===== config.mk =====
export PLATFORM = sky130hd
export DESIGN_NAME = btn_debounce
export DESIGN_NICKNAME = d
export VERILOG_FILES = /design/src/rtl/btn_debounce.sv
export SDC_FILE = /design/constraint.sdc
export NUM_CORES = 1
export LEC_CHECK = 0
export BUFFER_PORTS_ARGS = -buffer_cell sky130_fd_sc_hd__buf_4
export CELL_PAD_IN_SITES_DETAIL_PLACEMENT = 1
export CELL_PAD_IN_SITES_GLOBAL_PLACEMENT = 2
export CORE_UTILIZATION = 36
export DETAILED_ROUTE_END_ITERATION = 10
export GPL_TIMING_DRIVEN = 0
export PLACE_DENSITY = 0.77
export SLEW_MARGIN = 10
export SYNTH_ARGS = -nofsm -noshare
export SYNTH_HDL_FRONTEND = slang
export SYNTH_SLANG_ARGS = --single-unit

===== constraint.sdc =====
create_clock -name clk -period 1.75 [get_ports clk]
set_input_delay 0.0875 -clock clk [delete_from_list [all_inputs] [get_ports clk]]
set_output_delay 0.0875 -clock clk [all_outputs]
set_load 0.05 [all_outputs]

===== src/rtl/btn_debounce.sv =====
// btn_debounce: per-bit synchronizer plus stability counter for raw
// push-button inputs. btn_clean feeds the LED decoder btn input directly.
// Optional feature: define BTN_EDGE_EN to build the registered one-cycle
// btn_rise / btn_fall pulses; without it both ports are tied to 0.
module btn_debounce #(
    parameter int WIDTH       = 4,
    parameter int CNT_MAX     = 1000000,
    parameter int SYNC_STAGES = 2
) (
    input  logic             clk,
    input  logic             rst_n,
    input  logic [WIDTH-1:0] btn_raw,
    output logic [WIDTH-1:0] btn_clean,
    output logic [WIDTH-1:0] btn_rise,
    output logic [WIDTH-1:0] btn_fall
);

    localparam int            CW       = $clog2(CNT_MAX + 1);
    // Last count value before a new level is accepted.
    localparam logic [CW-1:0] CNT_LAST = CW'(CNT_MAX - 1);

    logic [WIDTH-1:0] sync_q [SYNC_STAGES];
    logic [WIDTH-1:0] sync;
    logic [CW-1:0]    cnt_q  [WIDTH];
    logic [CW-1:0]    cnt_d  [WIDTH];
    logic [WIDTH-1:0] clean_d;

    // Plain flop chain bringing each asynchronous button into the clk domain.
    always_ff @(posedge clk or negedge rst_n) begin
        if (!rst_n) begin
            // NOTE: every stage is cleared, including the array; these are
            // individual flops, not a RAM, so a reset costs nothing extra.
            for (int s = 0; s < SYNC_STAGES; s++) begin
                sync_q[s] <= '0;
            end
        end else begin
            // NOTE: non-blocking assignments let each stage take the old value
            // of the previous one, which is what makes this a shift chain.
            sync_q[0] <= btn_raw;
            for (int s = 1; s < SYNC_STAGES; s++) begin
                sync_q[s] <= sync_q[s-1];
            end
        end
    end

    assign sync = sync_q[SYNC_STAGES-1];

    // Per-bit stability count: a new level is accepted only after CNT_MAX
    // consecutive cycles of disagreement; any agreement restarts from zero.
    always_comb begin
        // NOTE: defaults first so every path assigns every output (no latches).
        clean_d = btn_clean;
        for (int i = 0; i < WIDTH; i++) begin
            cnt_d[i] = '0;
            if (sync[i] != btn_clean[i]) begin
                if (cnt_q[i] == CNT_LAST) begin
                    clean_d[i] = sync[i];
                end else begin
                    cnt_d[i] = cnt_q[i] + CW'(1);
                end
            end
        end
    end

    // Counter and debounced-level registers.
    always_ff @(posedge clk or negedge rst_n) begin
        if (!rst_n) begin
            btn_clean <= '0;
            for (int i = 0; i < WIDTH; i++) begin
                cnt_q[i] <= '0;
            end
        end else begin
            btn_clean <= clean_d;
            for (int i = 0; i < WIDTH; i++) begin
                cnt_q[i] <= cnt_d[i];
            end
        end
    end

`ifdef BTN_EDGE_EN
    // Edge pulses register alongside btn_clean so they line up with its change.
    always_ff @(posedge clk or negedge rst_n) begin
        if (!rst_n) begin
            btn_rise <= '0;
            btn_fall <= '0;
        end else begin
            btn_rise <= clean_d & ~btn_clean;
            btn_fall <= ~clean_d & btn_clean;
        end
    end
`else
    assign btn_rise = '0;
    assign btn_fall = '0;
`endif

endmodule


Yosys cells after proc, flatten, opt, wreduce, memory -nomap -nowiden
Index checks and enable logic that the tools add are counted.
- flip-flop bits (word level): 92
- input bits: 6
- output and inout port bits: 12
- logic and storage cells: 34
- add/subtract/negate cells: 4
- equality and inequality tests: 8
- muxes and demuxes: 8
- reductions and logical operators: 4
- operators by type and width (cell ; number):
    $mux W20 ; 8
    $add A20 B1 Y20 const B ; 4
    $eq A20 B20 Y1 const B ; 4
    $reduce_and A2 Y1 ; 4
    $ne A1 B1 Y1 ; 4

Logic depth before layout (Yosys ltp)
- word-level depth: 3
- mapped depth: 6
- mapped depth without buffers: 5

Worst setup path before layout
No wires, ideal clock.
- path kind: reg-to-reg
- start: reg cnt_q[40] in the netlist's numbering
- end: reg cnt_q[58] in the netlist's numbering
- setup time: 0.078 ns
- arrival: 1.863 ns
- data required time: 1.672 ns
- path slack: -0.191 ns
- stages on the path, launching flop included: 7
- buffers on the path: 1
- path through: dfrtp_1 > ha_1 > nand2_1 > or4_1 > buf_2 > or4_1 > a21oi_1
- RTL lines (what ; line ; RTL):
    start: declaration ; 24 ; logic [CW-1:0] cnt_q [WIDTH];
    start signal: indexed assignment ; 75 ; cnt_q[i] <= cnt_d[i];

==> results.cfg <==
[run_status]
status = finished with violations
violations = setup timing

[clock_tree]
clock_path_buffers = 2
h-tree-depth = 3
cts_root_buf = clkbuf_16
cts_tree = yes
clkTransAtPathRegs_ns = 0.07
cts-buffers-inserted = 9
clk_latency_ns = 0.35
cts_sinks = 92

[placement]
dp.cells = 645
port_buffers = 9
hpwl_mm = 6.625
place_congestion = 0.7642

[power]
internal_power_mw = 3.353
total_power_mw = 4.377
swShare = 0.2339
ir_worst_vdd_mv = 1.019
leakagePower_nw = 2.405
powerDensity_nw_per_um2 = 745.4
pwr-share-comb = 0.069
pwr-share-seq = 0.500
power.share.clock = 0.432
p_switching_mw = 1.024

[timing]
min_period_over_period = 1.044
skew_ns = 0.007024
fmax_ghz = 0.5472
hold_violations = 0
drv_slew = 0
setup_viol = 22
fin_hold_ws_ns = 0.3518
fin_ws_ns = -0.07739
tightest_slew_ns = 0.8641
rsz0062_at_grt = true
relSlewSlack = 0.4239
fin_crit_ns = 1.827
finalSetupTns_ns = -0.8069

[critical_path]
arrival_ns = 2.11
critical_path_class = reg -> reg
cp_max_fo = 6
crit_required_ns = 2.03
startpoint = cnt_q[40]
r2r_start = cnt_q[40]
start_kind = register
crit_path_end_kind = register

[route]
met2_length_mm = 5.694
drt-met1-wl_mm = 5.213
wl_mm = 11.27
vias = 3748
routed_via_density = 5.242
first_iter_violations = 176
routed.top_layer = met4
wire_per_inst_um = 15.76
drt_drc_violations_left = 0
drt.antenna.violating_nets = 0
firstDrtPassIters = 4
met3_length_um = 234

[floorplanning]
die_w_um = 113.7
start_util = 0.3710
core_um2 = 12110
num_rows = 40
die-area_um2 = 12930
io_pins = 18
die_height_um = 113.7

[logic_synthesis]
synth_seq_area_share = 0.5124
synth_cell_type_count = 37
synth-main-ff-cell = dfrtp_1
synth.yosys.warnings = 0
postSynth.asyncResetShare = 1.000
synthCells = 461
syn_avg_cell_area_um2 = 9.746
synth-edff-count = 0
ys_ff_latch = 92
syn-cell-area_um2 = 4493

[min_path]
min_from = sync_q[4]
min_path_type = reg -> reg

[global_routing]
grt_start_max_net_pins = 93
grt_use_total = 0.1853
grt_pass1_wl_mm = 19.00
antenna_found_initial = 0
overflow = 0
grt_pass1_vias = 3896

[layout]
final_cell_mix = dfrtp_1, buf_4, nor2_1
nNetsFinal = 552
drive_gt1_frac = 0.2815
area_growth_pct = 30.69
fillers = 1361
layout_commonest_cell = dfrtp_1
utilization = 0.4848
antenna_cells = 0
instances_no_fill = 715

[flow_run]
drv_cap = 0
-- what timing repair did --
action,4_1_cts,5_1_grt
hold buffers,4,1
endpoints found under the setup margin,82,82
endpoints found under the hold margin,4,92
setup buffers,24,27
pin swaps,9,15
resized for setup,36,67
cloned,4,2
-- power groups by stage --
stage          logic [mW]  clock network [mW]  registers, mW
3_3_place_gp        0.191                   0           2.23
6_report            0.300                1.89           2.19
2_1_floorplan       0.120                   0           2.22
5_1_grt             0.331                2.03           2.19
3_5_place_dp        0.195                   0           2.23
4_1_cts             0.260                1.96           2.18
-- state kept, by name, indices dropped and copies added (netlist names) --
name	count
sync_q	4
cnt_q	80
btn_clean	4
sync	4
-- final timing paths --
kind | endpoint | slack [ns] | cells after the start
setup / recovery | cnt_q[58] | -0.08 | 5
hold / removal | sync[0] | 0.35 | 0
setup reg to reg | cnt_q[58] | -0.08 | 5
hold reg to reg | sync[0] | 0.35 | 0
max in group asynchronous | cnt_q[62] | 0.70 | 2
min in group asynchronous | cnt_q[55] | 0.39 | 2
-- metrics by stage --
step           setup slack (ns)  area, µm²
2_1_floorplan          -0.09882       4546
3_3_place_gp            -0.2686       4823
3_5_place_dp            -0.2925       4823
4_1_cts                -0.08326       5495
5_1_grt                 -0.1644       5872
6_report               -0.07739       5872
-- cell usage after synthesis (all sizes together) (14+ instances only) --
| cell | count | area [µm²] |
|---|---|---|
| a21oi | 21 | 105.1 |
| clkbuf | 14 | 52.55 |
| dfrtp | 92 | 2302 |
| inv | 14 | 52.55 |
| nand2 | 28 | 105.1 |
| nand3 | 25 | 125.1 |
| nand4 | 20 | 140.1 |
| nor2 | 62 | 232.7 |
| nor3 | 20 | 100.1 |
| nor4 | 15 | 93.84 |
| o21ai | 14 | 70.07 |
| xnor2 | 37 | 324.1 |
| xor2 | 17 | 148.9 |
-- cell families after synthesis --
| group | after synthesis | share of synthesized area |
|---|---|---|
| buffers and inverters | 37 | 0.03787 |
| other | 1 | 0.0008346 |
| flip-flops | 92 | 0.5124 |
| AO/OA/AOI/OAI | 48 | 0.06154 |
| multiplexers | 4 | 0.01002 |
| adder cells (fa/ha/maj) | 4 | 0.01114 |
| XOR/XNOR | 54 | 0.1053 |
| AND/OR/NAND/NOR | 221 | 0.2609 |
-- worst max-delay path: stages (launching register included) --
cell	delay, ns
dfrtp_1	0.36
ha_2	0.21
nand2_2	0.07
or4_4	0.47
or4_4	0.50
a21oi_2	0.14
-- area by class of cell --
| type | count | area (µm²) | area share |
|---|---|---|---|
| flip-flops and latches | 92 | 2308 | 0.3931 |
| repair buffers | 68 | 538.0 | 0.09163 |
| well taps | 168 | 210.2 | 0.03580 |
| clock inverters | 4 | 22.52 | 0.003836 |
| clock buffers | 12 | 266.5 | 0.04539 |
| plain buffers | 18 | 155.1 | 0.02642 |
| multi-input cells | 339 | 2318 | 0.3948 |
| inverters | 14 | 52.55 | 0.008950 |
-- metal layers --
layer | track usage | vias to the layer above
met4 | 0.05439 | 0
li1 | - | 1777
met5 | 0 | -
met2 | 0.3142 | 25
met3 | 0.03985 | 11
met1 | 0.2377 | 1935
Power figures use the tool's default switching activity.
